$ cat src/rtl/booth_mult.sv
// Radix-2 Booth 32x32 signed multiplier, one step per clock.
// Level-held request/done handshake; HI/LO held until the next product.
module booth_mult (
    input  logic        clock,
    input  logic        reset,
    input  logic [31:0] RegAOut,
    input  logic [31:0] RegBOut,
    input  logic        multCtrl,
    output logic        multDone,
    output logic        multBusy,
    output logic [31:0] MultHIOut,
    output logic [31:0] MultLOOut
);

    typedef enum logic [1:0] {IDLE, RUN, DONE} state_t;

    state_t      state, state_n;
    logic [32:0] m, acc, sum, acc_sh;
    logic [31:0] q, q_sh;
    logic        q_1;
    logic [5:0]  cnt;
    logic        load, step;

    always_ff @(posedge clock) begin
        if (reset) state <= IDLE;
        else       state <= state_n;
    end

    always_comb begin
        state_n  = state;
        multDone = 1'b0;
        multBusy = 1'b0;
        load     = 1'b0;
        step     = 1'b0;
        case (state)
            IDLE: begin
                if (multCtrl) begin
                    load    = 1'b1;
                    state_n = RUN;
                end
            end
            RUN: begin
                multBusy = 1'b1;
                if (!multCtrl) begin
                    state_n = IDLE;
                end else begin
                    step = 1'b1;
                    if (cnt == 6'd31) state_n = DONE;
                end
            end
            DONE: begin
                multDone = 1'b1;
                if (!multCtrl) state_n = IDLE;
            end
            default: state_n = IDLE;
        endcase
    end

    // 33-bit add/sub so that M = -2^31 is represented exactly
    always_comb begin
        case ({q[0], q_1})
            2'b01:   sum = acc + m;
            2'b10:   sum = acc - m;
            default: sum = acc;
        endcase
        acc_sh = {sum[32], sum[32:1]};
        q_sh   = {sum[0], q[31:1]};
    end

    always_ff @(posedge clock) begin
        if (reset) begin
            m         <= '0;
            acc       <= '0;
            q         <= '0;
            q_1       <= 1'b0;
            cnt       <= '0;
            MultHIOut <= '0;
            MultLOOut <= '0;
        end else if (load) begin
            m   <= {RegAOut[31], RegAOut};
            acc <= '0;
            q   <= RegBOut;
            q_1 <= 1'b0;
            cnt <= '0;
        end else if (step) begin
            acc <= acc_sh;
            q   <= q_sh;
            q_1 <= q[0];
            cnt <= cnt + 6'd1;
            if (cnt == 6'd31) begin
                MultHIOut <= acc_sh[31:0];
                MultLOOut <= q_sh;
            end
        end
    end

endmodule

$ cat config.mk
export PLATFORM = sky130hd
export DESIGN_NAME = booth_mult
export DESIGN_NICKNAME = d
export VERILOG_FILES = /design/src/rtl/booth_mult.sv
export SDC_FILE = /design/constraint.sdc
export NUM_CORES = 1
export LEC_CHECK = 0
export CAP_MARGIN = 15
export CORE_ASPECT_RATIO = 1.4
export CORE_MARGIN = 2
export CORE_UTILIZATION = 40
export CTS_CLUSTER_DIAMETER = 200
export DETAILED_ROUTE_END_ITERATION = 8
export SLEW_MARGIN = 0
export SYNTH_ARGS = -nofsm -noshare
export SYNTH_HDL_FRONTEND = slang
export SYNTH_SLANG_ARGS = --single-unit
$ cat constraint.sdc
create_clock -name clock -period 4.7 [get_ports clock]
set_input_delay 0.705 -clock clock [delete_from_list [all_inputs] [get_ports clock]]
set_output_delay 0.705 -clock clock [all_outputs]
set_load 0.02 [all_outputs]
==> results by group, run 1 <==
STA
  • Setup Viol. Count Final: 0
  • Worst-Margin Slew: 1021 ps
  • Final hold vios: 0
  • Fin crit share: 0.9005
  • Crit path time final: 4232 ps
  • RSZ-0062 raised after global routing: false
  • Final Max Tran Viols: 0
  • Setup tns final: 0 ps
  • Fmax: 236.3 MHz
  • Relative slew slack: 0.3195
  • Final clock skew: 12.38 ps

Layout
  • # fillers: 2195
  • Layout cells sized above 1: 0.05162
  • Final instance area: 10940 µm²
  • Most frequent cells in the layout: 168 x dfxtp_1, 165 x nand2_1, 135 x nor2_1
  • Area growth syn-to-layout: 24.67%
  • Commonest non-fill, non-tap cell in the layout: dfxtp_1
  • Finished Core Util: 0.5041
  • Diode count: 0
  • Nets: 1292

Global route
  • Total GRT Usage: 0.2139
  • Vias in the first global route: 7549
  • GR Overflow Total: 0
  • Pin count of the biggest net entering global routing: 97
  • Global-route wire length before repair: 39280 µm
  • Initial antenna violation count: 1

Min path
  • Worst hold path type: register to register

Route
  • Post-Route WL: 23880 µm
  • Routed Antenna Nets: 0
  • Drt via density: 5.302
  • Vias post-DR: 7942
  • Avg WL per Cell: 15.94 µm
  • DR pass1 iterations: 5
  • DRC viols: 0
  • Initial drt markers: 381

Yosys
  • Synthesized Nets: 1198
  • Main synth FF type: dfxtp_1
  • Async set-or-reset flop fraction in the synthesized netlist: 0
  • Seq cells post-synth: 169
  • Unique masters post-synth: 60
  • Post-synth EDFFs: 0
  • Synthesized area per cell: 8.013 µm²
  • Ys Warns: 0
  • Register area share after synthesis: 0.3856
  • Synth Instances: 1095
  • Cell area after synthesis: 8775 µm²

Placed design
  • Post-DP HPWL: 17400 µm
  • Routability cong.: 0.9199
  • Cell Area, Placed: 10320 µm²
  • Port bufs: 132

Floorplanning
  • CORE AREA: 21700 µm²
  • Initial core utilization: 0.4043
  • Die area: 23150 µm²
  • Die H: 179.2 µm
  • I/O Pins: 133
  • FP Rows: 64
  • Die width: 129.2 µm

Clock tree
  • Clock Path Buffers: 2
  • Post-CTS setup buffers: 0
  • Clk Latency, worst-skew pair: 440 ps
  • TritonCTS clock tree: yes
  • CTS Root Cell: clkbuf_16
  • # hold bufs at CTS: 0
  • Num CTS Buffers: 17
  • Clock slew at reported path FFs: 70 ps
  • H-Tree Depth: 4
  • Post-CTS resize count: 0
  • # clock sinks: 169

Power
  • Worst vdd ir: 0.0002399 V
  • Overall power: 3.664 mW
  • LEAKAGE: 3.987 nW
  • Power density over the cells: 335.0 nW/µm²

Setup path
  • CP arrival: 4610 ps
  • Critical Path Sink Type: register
  • Req. time, crit path: 5080 ps
  • CP cell instances: nor4_2 -> nand2b_1 -> nor3_1 -> nand2b_1 -> nor2_1 -> and2_1 -> nor3b_2 -> nor2_1 -> xnor2_1 -> ha_1 -> nand4_1 -> nor3_1 -> o21ai_0 -> a31oi_1 -> a41o_1 -> nor3_2 -> or4_1 -> nand2_1
  • Worst-path fanout max: 7
  • Cell family contributing the most delay on the critical path: simple AND/OR/NAND/NOR gates
  • WP buf/inv: 0
  • Critical Path Max Stage Delay: 410 ps
  • Critical path type: register to register
  • Critical-path top delay cell: ha_1
  • CP startpoint kind: register

Run status
  • Status: complete, no violations

Job
  • Max cap viols: 0
[cell usage after synthesis, types with 5 or more instances]
cell type,n,share of area
ha_1,35,0.050
inv_1,12,0.0051
clkbuf_1,61,0.026
o21bai_1,6,0.0051
mux2i_1,42,0.048
and3_1,7,0.0050
nor3_1,20,0.011
a31oi_1,6,0.0043
buf_1,10,0.0043
o211ai_1,6,0.0051
nand2b_1,13,0.0093
o21ai_0,37,0.021
o21a_1,5,0.0043
nor2_1,136,0.058
dfxtp_1,169,0.39
a211oi_1,77,0.066
and2_1,6,0.0043
nand4_1,7,0.0050
xor2_1,16,0.016
xnor2_1,43,0.043
nor4_1,7,0.0050
nand2_1,165,0.071
nor2b_1,6,0.0043
a21o_1,16,0.014
nand3_1,6,0.0034
a21oi_1,129,0.074
[per-layer routing]
layer / routed length [µm] / global-route usage
met2: 11560 / 0.3590
met4: 542 / 0.08333
met3: 1317 / 0.04655
met5: 0 / 0
met1: 10460 / 0.2662
[final timing paths]
kind | to | start | cells past startpoint | slack [ps]
worst max-delay path | acc[31] | m[5] | 18 | 470
worst min-delay path | q_1 | q_1 | 2 | 450
worst max register to register | acc[31] | m[5] | 18 | 470
worst min register to register | q_1 | q_1 | 2 | 450
[final cells by class]
class	count	area, µm²	share of cell area
clock buffers	17	425.4	0.03889
clock inverters	14	173.9	0.01590
inverters	13	48.80	0.004461
multi-input cells	842	5111	0.4672
flip-flops and latches	169	3385	0.3094
well taps	297	371.6	0.03397
repair buffers	146	1424	0.1302
[logic make-up (layout without fill, tap and decap cells)]
family,after synthesis,count (layout),synth area share
simple gates,390,390,0.1935
fa+ha+maj,36,36,0.05219
compound gates,315,315,0.2260
buf+inv,84,190,0.03593
mux,42,42,0.04791
flops,169,169,0.3856
xor+xnor,59,59,0.05889
[through the flow]
step / hold WS (ps) / instances / setup slack (ps)
2_1_floorplan: 436.3 / 1095 / 956.7
3_3_place_gp: 442.0 / 1467 / 471.0
3_5_place_dp: 447.8 / 1467 / 302.9
4_1_cts: 458.8 / 1498 / 238.1
5_1_grt: 479.8 / 1498 / 82.44
6_report: 453.3 / 1498 / 467.5
[registers in the layout (all words and copies together), names as in the netlist]
register   cells
q_1            1
q             32
m             32
cnt            6
MultLOOut     32
acc           32
state          2
MultHIOut     32
[worst register-to-register path, cell delays in order (launching register included)]
cell and delay [ps]:
dfxtp_1 370, nor4_2 350, nand2b_1 160, nor3_1 230, nand2b_1 100, nor2_1 220
and2_1 270, nor3b_2 270, nor2_1 80, xnor2_1 140, ha_1 410, nand4_1 130
nor3_1 180, o21ai_0 130, a31oi_1 360, a41o_1 240, nor3_2 60, or4_1 400
nand2_1 70
[report_power, final]
part	internal, mW	switching [mW]
combinational	0.304	0.392
clock	0.765	0.677
sequential	1.48	0.0500
Note: power is estimated with default switching activity, not from simulation.
==> run 2: changes to the inputs <==
--- a/config.mk
+++ b/config.mk
@@ -11,6 +11,7 @@
 export CORE_UTILIZATION = 40
 export CTS_CLUSTER_DIAMETER = 200
 export DETAILED_ROUTE_END_ITERATION = 8
+export SKIP_CTS_REPAIR_TIMING = 1
 export SLEW_MARGIN = 0
 export SYNTH_ARGS = -nofsm -noshare
 export SYNTH_HDL_FRONTEND = slang
==> results of run 2 <==
Same layout as run 1: the final DEF is identical, and so are final timing and power.
==> run 3: changes to the inputs <==
--- a/config.mk
+++ b/config.mk
@@ -6,11 +6,14 @@
 export NUM_CORES = 1
 export LEC_CHECK = 0
 export CAP_MARGIN = 15
+export CELL_PAD_IN_SITES_DETAIL_PLACEMENT = 1
+export CELL_PAD_IN_SITES_GLOBAL_PLACEMENT = 1
 export CORE_ASPECT_RATIO = 1.4
 export CORE_MARGIN = 2
 export CORE_UTILIZATION = 40
 export CTS_CLUSTER_DIAMETER = 200
 export DETAILED_ROUTE_END_ITERATION = 8
+export PLACE_DENSITY_LB_ADDON = 0.1
 export SKIP_CTS_REPAIR_TIMING = 1
 export SLEW_MARGIN = 0
 export SYNTH_ARGS = -nofsm -noshare
==> results by group, run 3 (synthesized netlist as in run 1, its figures left out) <==
Run status
  • Status: complete, no violations

Setup path
  • CP cell instances: inv_1 -> ha_1 -> or4b_4 -> nor2_1 -> nor2_1 -> xnor2_1 -> ha_1 -> a21o_1 -> a211oi_1 -> nand4_1 -> a2111o_1 -> nand2_1 -> o211ai_1 -> a2111oi_1 -> a211oi_1 -> a211oi_1
  • Cell family contributing the most delay on the critical path: compound AO/OA/AOI/OAI gates
  • Req. time, crit path: 5040 ps (-40 ps)
  • CP startpoint kind: register
  • Most used cell, CP: a211oi_1
  • R2R Path End: MultHIOut[30]
  • Critical Path Max Stage Delay: 520 ps (+110 ps)
  • Critical Path Sink Type: register
  • Critical Path Start: m[0]
  • Reg2reg path depth: 16 (-2)
  • WP buf/inv: 1 (+1)
  • Critical path type: register to register
  • Critical-path top delay cell: or4b_4
  • FF-to-FF setup slack: 390 ps (-70 ps)
  • R2r startpoint: m[0]
  • Crit path to: MultHIOut[30]
  • Worst-path fanout max: 6 (-1)
  • CP arrival: 4650 ps (+40 ps)
  • CP Depth: 16 (-2)

Layout
  • Commonest non-fill, non-tap cell in the layout: dfxtp_1
  • Area growth syn-to-layout: 24.85%
  • Most frequent cells in the layout: 168 x dfxtp_1, 165 x nand2_1, 135 x nor2_1
  • Final instance area: 10960 µm² (+0.15%)
  • Diode count: 0 (unchanged)
  • Finished Core Util: 0.5048 (+0.0007490)
  • Nets: 1293 (+0.077%)
  • Layout cells sized above 1: 0.05154 (-0.00008582)

Clock tree
  • Num CTS Buffers: 17 (unchanged)
  • Clock Path Buffers: 2 (unchanged)
  • TritonCTS clock tree: yes
  • # clock sinks: 169 (unchanged)
  • Clk Latency, worst-skew pair: 440 ps (about the same)
  • Clock slew at reported path FFs: 70 ps (about the same)
  • CTS Root Cell: clkbuf_16
  • H-Tree Depth: 4 (unchanged)

STA
  • Final hold slack: 455.7 ps (+2.375 ps)
  • Fmax: 232.3 MHz (-1.7%)
  • Final Max Tran Viols: 0 (unchanged)
  • Final clock skew: 10.86 ps (-1.519 ps)
  • Setup tns final: 0 ps (unchanged)
  • Crit path time final: 4305 ps (+72.67 ps)
  • Worst-Margin Slew: 1065 ps (+44.30 ps)
  • RSZ-0062 raised after global routing: false
  • Setup Viol. Count Final: 0 (unchanged)
  • Fin crit share: 0.9160 (+0.01546)
  • Final hold vios: 0 (unchanged)
  • Relative slew slack: 0.2882 (-0.03125)

Route
  • Avg WL per Cell: 17.80 µm (+12%)
  • DRC viols: 0 (unchanged)
  • Routed Antenna Nets: 0 (unchanged)
  • DR pass1 iterations: 4 (-1)
  • Vias post-DR: 8191 (+3.1%)
  • Initial drt markers: 289 (-24%)
  • Drt via density: 5.461 (+3.0%)
  • Post-Route WL: 26700 µm (+12%)

Global route
  • Vias in the first global route: 8254 (+9.3%)
  • Pin count of the biggest net entering global routing: 71 (-27%)
  • GR Overflow Total: 0 (unchanged)
  • Global-route wire length before repair: 43020 µm (+9.5%)
  • Total GRT Usage: 0.2385 (+0.02458)
  • Initial antenna violation count: 0 (-1)

Floorplanning
  • I/O Pins: 133 (unchanged)
  • Die H: 179.2 µm (unchanged)
  • Initial core utilization: 0.4043 (unchanged)
  • Die width: 129.2 µm (unchanged)
  • FP Rows: 64 (unchanged)
  • Die area: 23150 µm² (unchanged)
  • CORE AREA: 21700 µm² (unchanged)

Placed design
  • Port bufs: 132 (unchanged)
  • Post-DP HPWL: 19420 µm (+12%)
  • Cell Area, Placed: 10340 µm² (+0.18%)
  • Routability cong.: 0.9069 (-1.4%)

Power
  • Power density over the cells: 337.6 nW/µm² (+0.79%)
  • Worst vdd ir: 0.0002686 V (+12%)
  • LEAKAGE: 3.972 nW (-0.38%)

Job
  • Max cap viols: 0 (unchanged)

Min path
  • Worst hold path type: register to register
-- run 3: worst min-delay path by stage --
stage	start	to	slack, ps	cells past startpoint
3_3_place_gp	q_1	q_1	440	2
4_1_cts	MultLOOut[5]	MultLOOut[5]	460	2
5_1_grt	MultLOOut[14]	MultLOOut[14]	480	2
6_report	MultLOOut[5]	MultLOOut[5]	460	2
2_1_floorplan	q_1	q_1	440	2
3_5_place_dp	MultLOOut[14]	MultLOOut[14]	450	2
-- run 3: cell type report --
cell class	instances	area (µm²)
fill	2631	10750
clock inverter	14	171.4
tap	297	371.6
clock buffer	18	429.2
multi-input combinational	842	5106
inverter	13	48.80
timing repair buffer	147	1444
sequential	169	3385
-- run 3: routing by layer --
metal  routed length (µm)  GRT usage
met1                10610     0.2598
met2                14240     0.4441
met3                 1152    0.05700
met4                  699    0.08469
met5                    0          0
-- run 3: report_power, final --
| part | switching (mW) | total (mW) | internal [mW] |
|---|---|---|---|
| Sequential | 0.0582 | 1.53 | 1.48 |
| Clock | 0.615 | 1.45 | 0.838 |
| Combinational | 0.406 | 0.711 | 0.305 |
-- run 3: stage by stage --
step                total power, mW  setup slack, ps  instances
floorplan                     2.054            956.7       1095
global placement              2.266            431.5       1468
detailed placement            2.276            287.0       1468
CTS                           3.738            270.3       1500
global route                  3.883            1.882       1500
finish                        3.699            394.8       1500
-- run 3: worst register-to-register path: stages, from the launching register on --
cell and delay (ps):
dfxtp_1 330, inv_1 80, ha_1 200, or4b_4 520, nor2_1 110, nor2_1 60, xnor2_1 150, ha_1 370
a21o_1 230, a211oi_1 300, nand4_1 320, a2111o_1 490, nand2_1 120, o211ai_1 170, a2111oi_1 420, a211oi_1 110
a211oi_1 220
